**src/rtl/sha256_pkg.sv**
```systemverilog
// Shared SHA-256 definitions: word geometry, round constants, IV, FSM states
// and the Maj/Sigma helpers used by the round datapath.
package sha256_pkg;

  localparam int unsigned WORD_W = 32;
  localparam int unsigned ROUNDS = 64;
  localparam logic [5:0]  LAST_ROUND = 6'd63;

  typedef logic [WORD_W-1:0] word_t;

  // Packed so that a sits in [255:224], matching the H0..H7 packing of the bus.
  typedef struct packed {
    word_t a, b, c, d, e, f, g, h;
  } work_t;

  typedef enum logic [1:0] {
    ST_IDLE  = 2'd0,
    ST_ROUND = 2'd1,
    ST_FINAL = 2'd2
  } state_t;

  localparam logic [255:0] SHA256_IV =
    256'h6a09e667_bb67ae85_3c6ef372_a54ff53a_510e527f_9b05688c_1f83d9ab_5be0cd19;

  localparam word_t K [ROUNDS] = '{
    32'h428a2f98, 32'h71374491, 32'hb5c0fbcf, 32'he9b5dba5, 32'h3956c25b, 32'h59f111f1, 32'h923f82a4, 32'hab1c5ed5,
    32'hd807aa98, 32'h12835b01, 32'h243185be, 32'h550c7dc3, 32'h72be5d74, 32'h80deb1fe, 32'h9bdc06a7, 32'hc19bf174,
    32'he49b69c1, 32'hefbe4786, 32'h0fc19dc6, 32'h240ca1cc, 32'h2de92c6f, 32'h4a7484aa, 32'h5cb0a9dc, 32'h76f988da,
    32'h983e5152, 32'ha831c66d, 32'hb00327c8, 32'hbf597fc7, 32'hc6e00bf3, 32'hd5a79147, 32'h06ca6351, 32'h14292967,
    32'h27b70a85, 32'h2e1b2138, 32'h4d2c6dfc, 32'h53380d13, 32'h650a7354, 32'h766a0abb, 32'h81c2c92e, 32'h92722c85,
    32'ha2bfe8a1, 32'ha81a664b, 32'hc24b8b70, 32'hc76c51a3, 32'hd192e819, 32'hd6990624, 32'hf40e3585, 32'h106aa070,
    32'h19a4c116, 32'h1e376c08, 32'h2748774c, 32'h34b0bcb5, 32'h391c0cb3, 32'h4ed8aa4a, 32'h5b9cca4f, 32'h682e6ff3,
    32'h748f82ee, 32'h78a5636f, 32'h84c87814, 32'h8cc70208, 32'h90befffa, 32'ha4506ceb, 32'hbef9a3f7, 32'hc67178f2
  };

  function automatic word_t rotr(input word_t x, input int unsigned n);
    return (x >> n) | (x << (WORD_W - n));
  endfunction

  function automatic word_t big_sigma0(input word_t x);
    return rotr(x, 2) ^ rotr(x, 13) ^ rotr(x, 22);
  endfunction

  function automatic word_t big_sigma1(input word_t x);
    return rotr(x, 6) ^ rotr(x, 11) ^ rotr(x, 25);
  endfunction

  function automatic word_t maj(input word_t x, input word_t y, input word_t z);
    return (x & y) ^ (x & z) ^ (y & z);
  endfunction

  // Feed-forward of the chaining value into the compressed state, word by word.
  function automatic work_t add_state(input work_t x, input work_t y);
    work_t s;
    s.a = x.a + y.a;
    s.b = x.b + y.b;
    s.c = x.c + y.c;
    s.d = x.d + y.d;
    s.e = x.e + y.e;
    s.f = x.f + y.f;
    s.g = x.g + y.g;
    s.h = x.h + y.h;
    return s;
  endfunction

endpackage

```
**src/rtl/sha256_compress_core_if.sv**
```systemverilog
// Message-word handshake between the scheduler (master) and the compression core (slave).
interface sha256_compress_core_if;
  logic [31:0] w_data;
  logic        w_valid;
  logic        w_ready;

  modport master (output w_data, output w_valid, input w_ready);
  modport slave  (input w_data, input w_valid, output w_ready);
endinterface

```
**src/rtl/sha256_round_func.sv**
```systemverilog
// Combinational SHA-256 round: next a..h from current a..h, K_t and W_t.
module ch_func
  import sha256_pkg::*;
(
  input  word_t x,
  input  word_t y,
  input  word_t z,
  output word_t ch
);
  assign ch = (x & y) ^ (~x & z);
endmodule

module sha256_round_func
  import sha256_pkg::*;
(
  input  work_t cur,
  input  word_t k_t,
  input  word_t w_t,
  output work_t nxt
);
  word_t ch, t1, t2;

  ch_func u_ch (.x(cur.e), .y(cur.f), .z(cur.g), .ch(ch));

  assign t1  = cur.h + big_sigma1(cur.e) + ch + k_t + w_t;
  assign t2  = big_sigma0(cur.a) + maj(cur.a, cur.b, cur.c);
  assign nxt = '{a: t1 + t2, b: cur.a, c: cur.b, d: cur.c,
                 e: cur.d + t1, f: cur.e, g: cur.f, h: cur.g};
endmodule

```
**src/rtl/sha256_compress_core.sv**
```systemverilog
// Iterative SHA-256 compression: one round per accepted W_t, then the
// chaining-value feed-forward into hash_out with a one-cycle done pulse.
module sha256_compress_core
  import sha256_pkg::*;
(
  input  logic                    clk,
  input  logic                    rst_n,
  input  logic                    start,
  input  logic [255:0]            init_hash,
  sha256_compress_core_if.slave   w_bus,
  output logic                    busy,
  output logic                    done,
  output logic [255:0]            hash_out
);
  state_t     state, state_nxt;
  logic [5:0] t;
  work_t      h_reg, work, work_nxt;
  word_t      k_t;
  logic       w_ready_q;
  logic       fire;

  assign fire          = (state == ST_ROUND) && w_ready_q && w_bus.w_valid;
  assign busy          = (state != ST_IDLE);
  assign w_bus.w_ready = w_ready_q;

  // Constant ROM indexed by the round counter.
  assign k_t = K[t];

  sha256_round_func u_round (.cur(work), .k_t(k_t), .w_t(w_bus.w_data), .nxt(work_nxt));

  always_ff @(posedge clk) begin
    if (!rst_n) state <= ST_IDLE;
    else        state <= state_nxt;
  end

  always_comb begin
    // NOTE: default first so every path assigns state_nxt and no latch is inferred.
    state_nxt = state;
    case (state)
      ST_IDLE:  if (start) state_nxt = ST_ROUND;
      ST_ROUND: if (fire && (t == LAST_ROUND)) state_nxt = ST_FINAL;
      ST_FINAL: state_nxt = ST_IDLE;
      default:  state_nxt = ST_IDLE;
    endcase
  end

  // NOTE: non-blocking assignments so every register samples pre-edge values.
  always_ff @(posedge clk) begin
    if (!rst_n) begin
      t     <= '0;
      h_reg <= '0;
      work  <= '0;
    end else if ((state == ST_IDLE) && start) begin
      t     <= '0;
      h_reg <= init_hash;
      work  <= init_hash;
    end else if (fire) begin
      work <= work_nxt;
      // Holding at 63 keeps the counter from wrapping; FINAL is the only exit.
      if (t != LAST_ROUND) t <= t + 6'd1;
    end
  end

  // w_ready is registered from the next state, so it equals (state == ROUND).
  always_ff @(posedge clk) begin
    if (!rst_n) begin
      w_ready_q <= 1'b0;
      done      <= 1'b0;
      hash_out  <= '0;
    end else begin
      w_ready_q <= (state_nxt == ST_ROUND);
      done      <= (state == ST_FINAL);
      if (state == ST_FINAL) hash_out <= add_state(h_reg, work);
    end
  end

endmodule

```
**src/flat_wrapper.sv**
```systemverilog
// flat-port wrapper written by rule: the top's interface ports become plain ports
module sha256_compress_core_flat import sha256_pkg::*;
  (clk, rst_n, start, init_hash, busy, done, hash_out, w_bus_w_data, w_bus_w_valid, w_bus_w_ready);
  sha256_compress_core_if w_bus_i ();
  input  logic clk;
  input  logic rst_n;
  input  logic start;
  input  logic [255:0] init_hash;
  output logic busy;
  output logic done;
  output logic [255:0] hash_out;
  input wire logic [$bits(w_bus_i.w_data)-1:0] w_bus_w_data;
  input wire logic [$bits(w_bus_i.w_valid)-1:0] w_bus_w_valid;
  output wire logic [$bits(w_bus_i.w_ready)-1:0] w_bus_w_ready;
  assign w_bus_i.w_data = w_bus_w_data;
  assign w_bus_i.w_valid = w_bus_w_valid;
  assign w_bus_w_ready = w_bus_i.w_ready;
  sha256_compress_core u_core (.clk(clk), .rst_n(rst_n), .start(start), .init_hash(init_hash), .w_bus(w_bus_i), .busy(busy), .done(done), .hash_out(hash_out));
endmodule
```
**config.mk**
```make
export PLATFORM = sky130hd
export DESIGN_NAME = sha256_compress_core_flat
export DESIGN_NICKNAME = d
export VERILOG_FILES = /design/src/rtl/sha256_pkg.sv /design/src/rtl/sha256_compress_core_if.sv /design/src/rtl/sha256_round_func.sv /design/src/rtl/sha256_compress_core.sv /design/src/flat_wrapper.sv
export SDC_FILE = /design/constraint.sdc
export NUM_CORES = 2
export LEC_CHECK = 0
export ABC_AREA = 1
export CAP_MARGIN = 40
export CORE_ASPECT_RATIO = 1.2
export CORE_MARGIN = 3
export CORE_UTILIZATION = 30
export DETAILED_ROUTE_END_ITERATION = 8
export DONT_BUFFER_PORTS = 1
export PLACE_DENSITY = 0.45
export SLEW_MARGIN = 15
export SYNTH_ARGS = -nofsm -noshare
export SYNTH_HDL_FRONTEND = slang
export SYNTH_SLANG_ARGS = --single-unit
```
**constraint.sdc**
```tcl
create_clock -name clk -period 11.3 [get_ports clk]
set_input_delay 2.26 -clock clk [delete_from_list [all_inputs] [get_ports clk]]
set_output_delay 2.26 -clock clk [all_outputs]
set_load 0.03 [all_outputs]
```
# Yosys cells after proc, flatten, opt, wreduce, memory -nomap -nowiden
# Memories as Yosys holds them, arrays and structs flattened.
# Index checks and enable logic that the tools add are counted.
# word_totals
inputBits	292
reg_bits	778
n_memories	1
output_inout_bits	259
romBits	2048
wordCells	81
# memory_table
name	depth	word_bits	read_ports	rd_clocked_by_memory_dff	write_ports	line_no	rtl
(no name shown)	64	32	1	0	0	sha256_compress_core.sv:27	assign k_t = K[t];
# op_classes
reduce_logical	9
n_lt_le_gt_ge	1
add_sub_neg	16
muxes	7
n_bitwise	21
n_eq_ne	5
# ops
op	n
256-bit two-way mux	2
32-bit adder	15
32-bit bitwise XOR	7
32-bit AND	5
32-bit two-way mux	2
32-bit inverter	1
10-bit by 32-bit OR with 32-bit output	1
19-bit by 32-bit OR with 32-bit output	1
21-bit by 32-bit OR with 32-bit output	1
26-bit by 32-bit OR with 32-bit output	1
30-bit by 32-bit OR with 32-bit output	1
7-bit by 32-bit OR with 32-bit output	1
7-bit greater-or-equal comparator (second input constant)	1
6-bit inverter with 7-bit output	1
6-bit by 1-bit adder with 6-bit output (second input constant)	1
6-bit equality test (second input constant)	1
6-bit inequality test (second input constant)	1
2-bit by 1-bit equality test with 1-bit output (second input constant)	2
1-bit logical AND	4
2-bit two-way mux	2
2-bit case mux with 2 select lines	1
2-bit nonzero test	2
2-bit equality test (second input constant)	1
2-bit logical NOT	1
3 further kinds	3

# Longest topological paths before layout
# logic_depth
word_depth	10
ltp_mapped	43
depth_no_buf	42

# By module
# A second synthesis with hierarchy kept.
# unflattened
hier_cells	9922
area_unflattened_um2	61744.2
# by_module_without_submodules
module	instances	seq_area_each_um2	area_per_inst_um2	cells_per_inst
sha256_compress_core	1	15574.9	49027.0	7990
sha256_round_func	1	0.0	12236.7	1804
ch_func	1	0.0	480.5	128

# Worst setup path after synthesis
# OpenSTA, ideal clock, no wires.
# synth_timing
kind	input port to flip-flop
from	in w_bus_w_data[1]
to	reg u_core.work[251] in the netlist's numbering
required_ns	11.166
arrival_ns	7.314
slack_ns	3.852
setup_time_ns	0.134
cell_stages	34
n_path_buf	1
path_cell_list	inv_1 -> fa_1 -> fa_1 -> fa_1 -> inv_1 -> ha_1 -> inv_1 -> fa_1 -> inv_1 -> nand3_1 -> nand2_1 -> nand2_1 -> nand2_2 -> nand2_1 -> nand2_2 -> a21oi_2 -> o21bai_4 -> nand3_2 -> nand3_1 -> xor2_1 -> inv_1 -> fa_1 -> inv_1 -> ha_1 -> clkbuf_1 -> nand2_1 -> nor2_1 -> nand2_1 -> nor3_1 -> nand2_1 -> o211ai_1 -> a21oi_1 -> o21ai_0 -> a31oi_1
# synth_via
elab_chain_cells	4
# synth_lines
element	line_no	rtl
start, declared	flat_wrapper.sv:12	input wire logic [$bits(w_bus_i.w_data)-1:0] w_bus_w_data;
32-bit adder	sha256_round_func.sv:25	assign t1 = cur.h + big_sigma1(cur.e) + ch + k_t + w_t;
32-bit adder	sha256_round_func.sv:27	assign nxt = '{a: t1 + t2, b: cur.a, c: cur.b, d: cur.c,
256-bit two-way mux	sha256_compress_core.sv:57	end else if (fire) begin
256-bit two-way mux	sha256_compress_core.sv:53	end else if ((state == ST_IDLE) && start) begin
end signal, assigned	sha256_compress_core.sv:56	work <= init_hash;
end signal, assigned	sha256_compress_core.sv:58	work <= work_nxt;
end, declared	sha256_compress_core.sv:17	work_t h_reg, work, work_nxt;
# Every way passes these cells. The select of a mux whose other input is x is not followed.
# A chain may end at the register's enable or synchronous reset.

# Worst setup path in the final report
# layout_timing
from	reg u_core.t[0]
to	reg u_core.work[246] in the netlist's numbering
# layout_via
elab_chain_cells	9
# layout_lines
element	line_no	rtl
start, declared	sha256_compress_core.sv:16	logic [5:0] t;
start signal, assigned	sha256_compress_core.sv:60	if (t != LAST_ROUND) t <= t + 6'd1;
6-bit inverter with 7-bit output (not written as such)	sha256_compress_core.sv:27	
memory read 64 x 32 bit	--	
32-bit two-way mux (not written as such) (2 in a row)	sha256_compress_core.sv:27	
32-bit adder (2 in a row)	sha256_round_func.sv:25	
32-bit adder	sha256_round_func.sv:27	
256-bit two-way mux	sha256_compress_core.sv:57	
256-bit two-way mux	sha256_compress_core.sv:53	
# Every way passes these cells. The select of a mux whose other input is x is not followed.

==> run_results.csv <==
group,metric,value,unit
timing,tns,0,ps
hold_path,min_to,"u_core.h_reg[154]$_SDFFE_PN0P_",
routing,via_count,55500,
timing,finalCritPeriodShare,74.2,%
finish,layout-drive-gt1-share,3.96,%
clock_tree,clock_latency,760,ps
logic_synthesis,synthDistinctLibCells,64,
logic_synthesis,synth_nets,8986,
logic_synthesis,synth_top_area_share,28.2,%
critical_path,crit_path_max_fanout,12,
routing,wl_per_cell,26.3,um
finish,regArea,15600,sq um
global_route,grt_pass1_wl,391,mm
critical_path,startpoint_type,"flip-flop",
clock_tree,cts_buffer_depth,3,
timing,maxSlewViolCount,0,
die,die_h,476,um
global_route,grt_pass1_vias,54000,
logic_synthesis,async_reset_ff_share,0,%
clock_tree,cts_resized,0,
critical_path,r2r.worst_path.cells,36,
logic_synthesis,synth-edff-count,0,
clock_tree,ctsHoldBuffers,0,
logic_synthesis,synth_common_cells,"nand2_1 (1875), inv_1 (1085), nor2_1 (788)",
clock_tree,cts_sinks,778,
hold_path,hold_class,"reg2reg",
place,place_congestion,0.965,
timing,finClkSkew,44.5,ps
routing,viasPerCell,5.25,
timing,slew_headroom,36.2,%
routing,drt_first_pass_iters,6,
finish,area_growth,10.5,%
logic_synthesis,syn_avg_cell_area,6.74,sq um
die,num_io_pins,551,
critical_path,r2r_end,"u_core.work[246]$_SDFFE_PN0P_",
outcome,status,"complete, no violations",
die,start_util,30.2,%
critical_path,rrSetupSlack,2910,ps
critical_path,r2r_start,"u_core.t[0]$_SDFFE_PP0P_",
logic_synthesis,yosysWarningCount,0,
clock_tree,clk_pin_slew,60,ps
logic_synthesis,synthCells,8202,
timing,hold_violations,0,
routing,drtAntennaViolNets,0,
hold_path,hold_path_depth,2,
global_route,grt_max_degree,183,
flow_run,cap_violations,0,
critical_path,crit_path_end_kind,"flip-flop",
logic_synthesis,synth_flop_cell,"dfxtp_1",
clock_tree,root_buffer,"clkbuf_16",
logic_synthesis,synthTopCellsByArea,"dfxtp_1 (28%), nand2_1 (13%), ha_1 (8.1%), inv_1 (7.4%), a21oi_1 (6.8%)",
critical_path,crit_required,11950,ps
timing,worst-slew-pin-transition,957,ps
critical_path,arrival,9030,ps
timing,setup_viol,0,
place,dp.final_hpwl,224,mm
logic_synthesis,synth_area_leader_cell,"dfxtp_1",
die,rows,172,
clock_tree,cts_inserted_buffers,96,
critical_path,slowest_delay,610,ps
global_route,antenna_found_initial,52,
routing,drc_errors,0,
clock_tree,cts_tree,"built",
critical_path,crit_type,"reg2reg",
die,coreArea,183000,sq um
logic_synthesis,synth-seq-area-share,28.2,%
critical_path,crit_top_cell,"inv_1",
place,port_buffers,0,
routing,first_iter_violations,4338,
timing,rsz0062_at_grt,"false",
timing,fmax,0.119,GHz
global_route,grt_overflow,0,
logic_synthesis,syn_area,55300,sq um
routing,wl,278,mm
hold_path,hp-start,"u_core.h_reg[154]$_SDFFE_PN0P_",
finish,nNetsFinal,8817,
logic_synthesis,post-synth-top-count-cell,"nand2_1",
timing,post-route-min-period,8390,ps
die,dieArea,190000,sq um
die,die_w,398,um
finish,n_fill_cell,20200,
critical_path,cp_slowest_cell,"a22oi_1",
logic_synthesis,ys_ff_latch,778,
clock_tree,htree_levels,3,
clock_tree,post_cts_buffers,0,
global_route,grt.total_usage,28.2,%
finish,multi_input_area,34200,sq um
## through the flow
stage          utilization (%)  cells  hold slack [ps]  cell area [sq um]  worst slack (ps)
4_1_cts                   33.3  10500              471              61000              3070
5_1_grt                   33.3  10600              480              61100              2550
3_3_place_gp              31.4  10400              456              57500              2650
2_1_floorplan                -   8202              423              55300              3850
3_5_place_dp              31.5  10400              461              57800              2800
6_report                  33.4  10600              469              61100              2910
## worst max-delay path, delay by kind of cell (launching register included)
family                     cells  cell delay (ps)
adders and majority gates      6             2440
AOI/OAI and AO/OA             10             2280
and+or+nand+nor               11             1610
buffers and inverters          8             1220
xor gates and xnor gates       1              480
DFF                            1              300
## logic make-up after synthesis
kind of cell | count (synthesis) | share of synthesized area [%]
AO/OA/AOI/OAI | 2006 | 20.9
XOR/XNOR | 312 | 4.96
adder cells (fa/ha/maj) | 493 | 13.0
buffers and inverters | 1448 | 9.94
flip-flops | 778 | 28.2
multiplexers | 13 | 0.238
AND/OR/NAND/NOR | 3152 | 22.8
## layout by cell type (no fill, tap or decap), types with 133 or more instances in the layout
master      n
dfxtp_1   776
nand3_1   294
nand2_1  1874
ha_1      359
a31oi_1   260
nor2_1    787
o21ai_0   537
xor2_1    183
inv_1    1085
a21oi_1   754
fa_1      133
## routing by layer
metal / wire, um / GRT usage, % / vias to the layer above
li1: - / - / 26700
met1: 114000 / 34.4 / 26500
met2: 134000 / 48.7 / 1878
met3: 18900 / 5.72 / 398
met4: 10700 / 10.2 / 48
met5: 296 / 0 / -
## area by class of cell
type                    instances  share of cell area (%)
multi-input cells            5976                    56.0
flip-flops and latches        778                    25.5
inverters                    1101                    6.80
well taps                    2436                    4.99
clock buffers                 128                    4.42
repair buffers                 80                    1.32
clock inverters                49                   0.854
diodes                         24                  0.0983
## worst max-delay path by stage
stage,start,endpoint,depth (start not counted)
floorplan,w_bus_w_data[1],u_core.work[251]$_SDFFE_PN0P_,34
global placement,w_bus_w_data[3],u_core.work[246]$_SDFFE_PN0P_,30
detailed placement,w_bus_w_data[3],u_core.work[255]$_SDFFE_PN0P_,30
CTS,u_core.t[3]$_SDFFE_PP0P_,u_core.work[246]$_SDFFE_PN0P_,34
global route,u_core.t[3]$_SDFFE_PP0P_,u_core.work[255]$_SDFFE_PN0P_,34
finish,u_core.t[0]$_SDFFE_PP0P_,u_core.work[246]$_SDFFE_PN0P_,36
Power is left out: the tool's default activity adds up to more than one toggle a clock period on the data nets, which glitch-free logic cannot reach.
